===== config.mk =====
export PLATFORM = sky130hd
export DESIGN_NAME = mtl_touch_conditioner
export DESIGN_NICKNAME = d
export VERILOG_FILES = /design/src/rtl/mtl_touch_conditioner.sv
export SDC_FILE = /design/constraint.sdc
export NUM_CORES = 1
export LEC_CHECK = 0
export CORE_MARGIN = 2
export CORE_UTILIZATION = 25
export CTS_CLUSTER_DIAMETER = 60
export CTS_CLUSTER_SIZE = 14
export DETAILED_ROUTE_END_ITERATION = 12
export PLACE_DENSITY_LB_ADDON = 0.25
export SYNTH_ARGS = -nofsm -noshare
export SYNTH_HDL_FRONTEND = slang
export SYNTH_SLANG_ARGS = --single-unit

===== constraint.sdc =====
create_clock -name CLK_33 -period 3.42 [get_ports CLK_33]
set_input_delay 0.855 -clock CLK_33 [delete_from_list [all_inputs] [get_ports CLK_33]]
set_output_delay 0.855 -clock CLK_33 [all_outputs]
set_load 0.02 [all_outputs]

===== src/rtl/mtl_touch_conditioner.sv =====
`default_nettype none
// ============================================================================
// Module   : mtl_touch_conditioner
// Purpose  : Averages, clips and debounces raw touch samples into one
//            press pulse per tap, with a release hold-off.
// Revision : 1.0
// ============================================================================
module mtl_touch_conditioner #(
    parameter int LOG2_AVG = 2,
    parameter int X_MAX    = 799,
    parameter int Y_MAX    = 479,
    parameter int TIMEOUT  = 330000,
    parameter int HOLDOFF  = 3300000
) (
    input  logic       CLK_33,
    input  logic       reset,
    input  logic       raw_valid,
    input  logic       raw_down,
    input  logic [9:0] raw_x,
    input  logic [8:0] raw_y,
    output logic [9:0] x_touch,
    output logic [8:0] y_touch,
    output logic       pulse_touch,
    output logic       touching,
    output logic       release_pulse
);

    localparam int AW_X = 10 + LOG2_AVG;
    localparam int AW_Y = 9 + LOG2_AVG;
    localparam int CW   = LOG2_AVG + 1;

    localparam logic [CW-1:0] c_AVG_N   = CW'(1 << LOG2_AVG);
    localparam logic [9:0]    c_X_LIM   = 10'(X_MAX);
    localparam logic [8:0]    c_Y_LIM   = 9'(Y_MAX);
    localparam logic [23:0]   c_TIMEOUT = 24'(TIMEOUT);
    localparam logic [23:0]   c_HOLDOFF = 24'(HOLDOFF);

    typedef enum logic [1:0] {
        S_IDLE    = 2'd0,
        S_ARM     = 2'd1,
        S_PRESSED = 2'd2,
        S_HOLDOFF = 2'd3
    } state_t;

    state_t            state_q, state_d;
    logic [AW_X-1:0]   acc_x_q, acc_x_d;
    logic [AW_Y-1:0]   acc_y_q, acc_y_d;
    logic [CW-1:0]     cnt_q, cnt_d;
    logic [23:0]       idle_q, idle_d;
    logic [23:0]       hold_q, hold_d;
    logic [9:0]        x_q, x_d;
    logic [8:0]        y_q, y_d;
    logic              pulse_q, pulse_d;
    logic              rel_q, rel_d;
    logic              touch_q, touch_d;

    logic [AW_X-1:0]   w_sum_x;
    logic [AW_Y-1:0]   w_sum_y;
    logic [CW-1:0]     w_cnt_inc;
    logic [9:0]        w_avg_x, w_clip_x;
    logic [8:0]        w_avg_y, w_clip_y;
    logic              w_down, w_up, w_timeout;

    always_comb begin
        w_sum_x   = acc_x_q + AW_X'(raw_x);
        w_sum_y   = acc_y_q + AW_Y'(raw_y);
        w_cnt_inc = cnt_q + CW'(1);
        w_avg_x   = w_sum_x[AW_X-1:LOG2_AVG];
        w_avg_y   = w_sum_y[AW_Y-1:LOG2_AVG];
        w_clip_x  = (w_avg_x > c_X_LIM) ? c_X_LIM : w_avg_x;
        w_clip_y  = (w_avg_y > c_Y_LIM) ? c_Y_LIM : w_avg_y;
        w_down    = raw_valid && raw_down;
        w_up      = raw_valid && !raw_down;
        // A sample on the timeout cycle takes priority over the timeout.
        w_timeout = !raw_valid && (idle_q >= c_TIMEOUT);
    end

    always_comb begin
        if (raw_valid) begin
            idle_d = '0;
        end else if (idle_q == {24{1'b1}}) begin
            idle_d = idle_q;
        end else begin
            idle_d = idle_q + 24'd1;
        end
    end

    always_comb begin
        state_d = state_q;
        acc_x_d = acc_x_q;
        acc_y_d = acc_y_q;
        cnt_d   = cnt_q;
        hold_d  = hold_q;
        x_d     = x_q;
        y_d     = y_q;
        pulse_d = 1'b0;
        rel_d   = 1'b0;

        case (state_q)
            S_IDLE: begin
                if (w_down) begin
                    acc_x_d = AW_X'(raw_x);
                    acc_y_d = AW_Y'(raw_y);
                    cnt_d   = CW'(1);
                    state_d = S_ARM;
                end
            end

            S_ARM, S_PRESSED: begin
                if (w_down) begin
                    if (w_cnt_inc == c_AVG_N) begin
                        x_d     = w_clip_x;
                        y_d     = w_clip_y;
                        pulse_d = (state_q == S_ARM);
                        acc_x_d = '0;
                        acc_y_d = '0;
                        cnt_d   = '0;
                        state_d = S_PRESSED;
                    end else begin
                        acc_x_d = w_sum_x;
                        acc_y_d = w_sum_y;
                        cnt_d   = w_cnt_inc;
                    end
                end else if (w_up || w_timeout) begin
                    acc_x_d = '0;
                    acc_y_d = '0;
                    cnt_d   = '0;
                    if (state_q == S_PRESSED) begin
                        rel_d   = 1'b1;
                        hold_d  = c_HOLDOFF;
                        state_d = S_HOLDOFF;
                    end else begin
                        state_d = S_IDLE;
                    end
                end
            end

            S_HOLDOFF: begin
                // Leaving on the count of 1 re-enters IDLE exactly HOLDOFF cycles after release.
                if (hold_q <= 24'd1) begin
                    hold_d  = '0;
                    state_d = S_IDLE;
                end else begin
                    hold_d = hold_q - 24'd1;
                end
            end

            default: begin
                state_d = S_IDLE;
            end
        endcase

        touch_d = (state_d == S_PRESSED);
    end

    always_ff @(posedge CLK_33) begin
        if (reset) begin
            state_q <= S_IDLE;
            acc_x_q <= '0;
            acc_y_q <= '0;
            cnt_q   <= '0;
            idle_q  <= '0;
            hold_q  <= '0;
            x_q     <= '0;
            y_q     <= '0;
            pulse_q <= 1'b0;
            rel_q   <= 1'b0;
            touch_q <= 1'b0;
        end else begin
            state_q <= state_d;
            acc_x_q <= acc_x_d;
            acc_y_q <= acc_y_d;
            cnt_q   <= cnt_d;
            idle_q  <= idle_d;
            hold_q  <= hold_d;
            x_q     <= x_d;
            y_q     <= y_d;
            pulse_q <= pulse_d;
            rel_q   <= rel_d;
            touch_q <= touch_d;
        end
    end

    assign x_touch       = x_q;
    assign y_touch       = y_q;
    assign pulse_touch   = pulse_q;
    assign touching      = touch_q;
    assign release_pulse = rel_q;

endmodule
`default_nettype wire


# == Word-level counts from Yosys, hierarchy flattened ==
# Cells that the tools add are included.
# totals
regBits,98
latchBits,0
mem_bits_rw,0
mem_bits_ro,0
inputBits,23
output_inout_bits,22
elab_cells,81
n_memories,0
# op_classes
addsub,5
n_mul,0
div_mod_pow,0
n_lt_le_gt_ge,4
n_eq_ne,11
shifts,0
n_mux,30
n_bitwise,4
reduce_logical,16
# ops
cell,n
$mux 24,4
$mux 12,4
$pmux 24 s2,1
$mux 11,4
$add 24x1->24 const B,1
$eq 24x24->1 const B,1
$ge 24x19->1 const B,1
$le 24x1->1 const B,1
$pmux 12 s2,1
$sub 24x1->24 const B,1
$pmux 11 s2,1
$add 12x10->12,1
$mux 2,6
$mux 3,4
$add 11x9->11,1
$gt 10x10->1 const B,1
$mux 10,1
$gt 9x9->1 const B,1
$mux 9,1
$ne 2x2->1 const B,4
$reduce_or 4->1,2
$eq 2x2->1 const B,3
$pmux 2 s3,1
$pmux 3 s2,1
other kinds (14),23

# == Longest topological paths before layout ==
# logic_depth
ltp_word,7
depth_mapped,10

# == Least setup slack after synthesis ==
# Ideal clock, no wire load.
# synth_path
kind,input port to flip-flop
start,input raw_x[0]
end,register x_q[5] (netlist: x_touch[5])
setup_ps,59
t_arrival_ps,3016
t_required_ps,3361
setup_slack_ps,345
cell_stages,9
path_cell_list,ha_1 > fa_1 > a211oi_1 > nor2_1 > a311oi_1 > a21oi_1 > xor2_1 > a21oi_1 > a31o_2
# synth_between
elab_chain_cells,3
# synth_lines
item,line,rtl
from (decl),19,"input logic [9:0] raw_x,"
$add 12x10->12 (*),65,w_sum_x = acc_x_q + AW_X'(raw_x);
$gt 10x10->1,70,w_clip_x = (w_avg_x > c_X_LIM) ? c_X_LIM : w_avg_x;
$mux 10 (*),70,
to (signal assigned),164,x_q <= '0;
to (signal assigned),176,x_q <= x_d;
to (decl),51,"logic [9:0] x_q, x_d;"
# Every way passes the cells marked *; elsewhere a longest branch is shown, timed or not.
# A chain may end at the register's enable or synchronous reset.

# == Worst setup path after layout ==
# layout_path
start,input raw_x[0]
end,register x_q[6] (netlist: x_touch[6])
# Same word-level chain as after synthesis.

==> out/results.txt <==
Final setup viols: 0
Peak VDD IR: 0.0002464 V
post-DP HPWL: 10.12 mm
leakage: 0.002465 uW
Ys Warns: 0
row cnt: 53
gpl congestion: 0.7877
WL final: 14.52 mm
initial DRC count: 338
die height: 151.2 microns
synthesized cell area: 0.005415 sq mm
Pre-antenna DRT Iters: 5
io pins: 45
syn_nets: 723
Final Hold Viols: 0
CP endpoint kind: register
core area: 0.02115 sq mm
initial core utilization: 25.60%
initial antenna violation count: 0
drt wl/cell: 14.39 microns
Area Overhead vs Synth: 23.50%
DRC viols: 0
fraction of layout cells with a size suffix above 1: 10.08%
maximum capacitance violations: 0
max-slew violation count: 0
Async S/R FF share, synth: 0%
CP max FO: 8
sw power: 705.8 uW
Syn Inst Count: 669
Setup WS pre-CTS: -0.3913 ns
final worst-path cycle share: 93.23%
Tmin final: 3.189 ns
WP data required: 3.72 ns
grt ovf: 0
CTS H-tree lvls: 3
Int Power: 2011 uW
clk buf depth: 2
Clock Power Share: 41.0%
Worst EP arrival: 3.49 ns
Setup Crit Path Kind: in -> reg
RSZ-0062 raised after global routing: no
dominant synthesized flop cell: dfxtp_1
post-synth cell types: 59
CTS sink cnt: 98
Total Power: 2717 uW
top layer in use: met4
Worst Setup Start Kind: input pin
worst hold path type: reg -> reg
Die X: 151.2 microns
overall routing resource usage: 13.37%
clock-pin transition on the worst setup and hold timing paths: 0.07 ns
largest net degree at the start of global routing: 34
clk_lat worst skew: 0.35 ns
# fillers: 2236
die area: 0.02285 sq mm
met3 wire length: 510 microns
Sw Ratio: 25.98%
Fmax: 313.6 MHz
Total Nets Final: 784
Max Clock Skew: 0.008714 ns
met2 wire len: 6.574 mm
outcome: completed
Slew headroom: 44.53%
met1 WL: 7.252 mm
IO Port Bufs: 44
final worst-path setup slack: 0.2315 ns
vias per cell: 4.989
Worst-Margin Slew: 0.8257 ns
CTS buffer count: 9
Antenna diodes: 0
syn_area_per_cell: 8.094 sq um
Seq/Total Area, Yosys: 36.23%
clock tree root buffer cell: clkbuf_16
Via Count: 5034
dpl cell area: 0.006365 sq mm
Comb power frac: 15.5%
Finished Cell Area: 0.006688 sq mm
Flop pwr share: 43.5%
#FFs+latches synth: 98
worst hold slack: 0.4651 ns
vias in the first global route: 4758
Routed Antenna Nets: 0
EDFF count, synth: 0
CTS tree: built
pwr dens: 406.2 mW/mm^2
first-pass GRT wire length: 24.21 mm
==> power by group through the flow <==
stage               Clock [uW]  Combinational (uW)  Sequential [uW]
finish                    1110                 421             1180
global route              1200                 473             1190
CTS                       1150                 423             1180
detailed placement           0                 419             1210
global placement             0                 421             1210
floorplan                    0                 268             1200
==> Yosys cell counts, types with 6 or more instances <==
cell type / count / area (sq um)
nand4_1: 13 / 81.33
a21oi_1: 59 / 295.3
dfxtp_1: 98 / 1962
o21a_1: 6 / 45.04
a211oi_1: 11 / 82.58
xnor2_1: 17 / 148.9
nand2_1: 32 / 120.1
a21o_1: 8 / 60.06
inv_1: 15 / 56.30
xor2_1: 17 / 148.9
nand3_1: 19 / 95.09
a22oi_1: 6 / 45.04
nor3_1: 24 / 120.1
and3_1: 7 / 43.79
nor2_1: 110 / 412.9
a222oi_1: 17 / 170.2
clkbuf_1: 25 / 93.84
or3_1: 11 / 68.82
o21ai_0: 58 / 290.3
ha_1: 29 / 362.9
==> stage by stage <==
step,std cells,util (%),setup TNS [ns]
floorplan,669,-,0
global placement,994,30.09,-3.333
detailed placement,994,30.09,-3.174
CTS,1009,31.61,0
global route,1009,31.61,0
finish,1009,31.61,0
==> repair_timing <==
item,CTS,global route
hold buffers,0,0
endpoints found under the setup margin,8,0
endpoints found under the hold margin,0,0
resized for setup,1,0
setup buffers,0,0
==> cell usage in the layout, fill, tap and decap left out, types with 3 or more instances in the layout <==
cell,synthesis,routed
o21ai_0,58,58
clkbuf_16,0,9
or4_4,5,5
and3_1,7,7
clkdlybuf4s50_1,0,43
nand4_1,13,13
a21oi_1,59,58
nor2_1,110,110
or2_2,4,4
nor2b_1,3,3
a31o_2,4,4
o31ai_1,4,4
nor4_1,5,5
a31oi_1,3,3
nand2_1,32,32
a22oi_1,6,6
xor2_1,17,17
xnor2_1,17,17
o21a_1,6,6
mux2i_1,3,3
a2111oi_0,3,3
inv_1,15,15
or4_1,4,4
nand3b_1,3,3
a21o_1,8,8
dfxtp_1,98,98
or3_1,11,11
and2_1,5,5
nand3_1,19,19
nor3_1,24,24
a211oi_1,11,11
o211ai_1,3,3
buf_4,1,36
a221oi_1,4,3
a222oi_1,17,17
ha_1,29,29
==> metal layers <==
metal,vias up,GRT usage [%]
li1,2583,-
met1,2348,18.42
met2,90,20.98
met3,13,3.133
met4,0,3.598
met5,-,0
==> path summary, 6_finish.rpt <==
| kind | from | to | slack (ns) | cells after the start |
|---|---|---|---|---|
| setup reg to reg | state_q[1] | hold_q[15] | 0.77 | 9 |
| setup / recovery | raw_x[0] | x_touch[6] | 0.23 | 10 |
| hold reg to reg | y_touch[7] | y_touch[7] | 0.47 | 2 |
| hold / removal | y_touch[7] | y_touch[7] | 0.47 | 2 |
==> state kept, by name (all words and copies together), names as in the netlist <==
| signal | flops |
|---|---|
| hold_q | 24 |
| idle_q | 24 |
| acc_x_q | 12 |
| acc_y_q | 11 |
| x_touch | 10 |
| y_touch | 9 |
| cnt_q | 3 |
| state_q | 2 |
| pulse_touch | 1 |
| release_pulse | 1 |
| touching | 1 |
==> logic make-up (layout without fill, tap and decap cells) <==
logic type	count (synthesis)	after routing	share of synthesized area [%]
XOR/XNOR	34	34	5.499
adder cells (fa/ha/maj)	31	31	7.440
buffers and inverters	47	112	3.443
AO/OA/AOI/OAI	201	201	23.78
flip-flops	98	98	36.23
AND/OR/NAND/NOR	255	255	23.06
multiplexers	3	3	0.5546
==> cell type report <==
class,count,area (sq um),share of cell area (%)
multi-input cells,524,3277,49.00
flip-flops and latches,98,1962,29.34
repair buffers,81,725.7,10.85
well taps,275,344.1,5.145
clock buffers,11,242.7,3.630
clock inverters,4,76.32,1.141
inverters,16,60.06,0.8980
==> worst max-delay path: stages <==
cell and delay, ns:
clkdlybuf4s50_1 0.42, ha_1 0.23, fa_1 0.41, a211oi_1 0.22, nor2_1 0.09, a311oi_1 0.37, a21oi_1 0.14, xor2_1 0.18
a21oi_2 0.36, a31o_2 0.22
No activity file was read; power rests on OpenSTA's default activity.
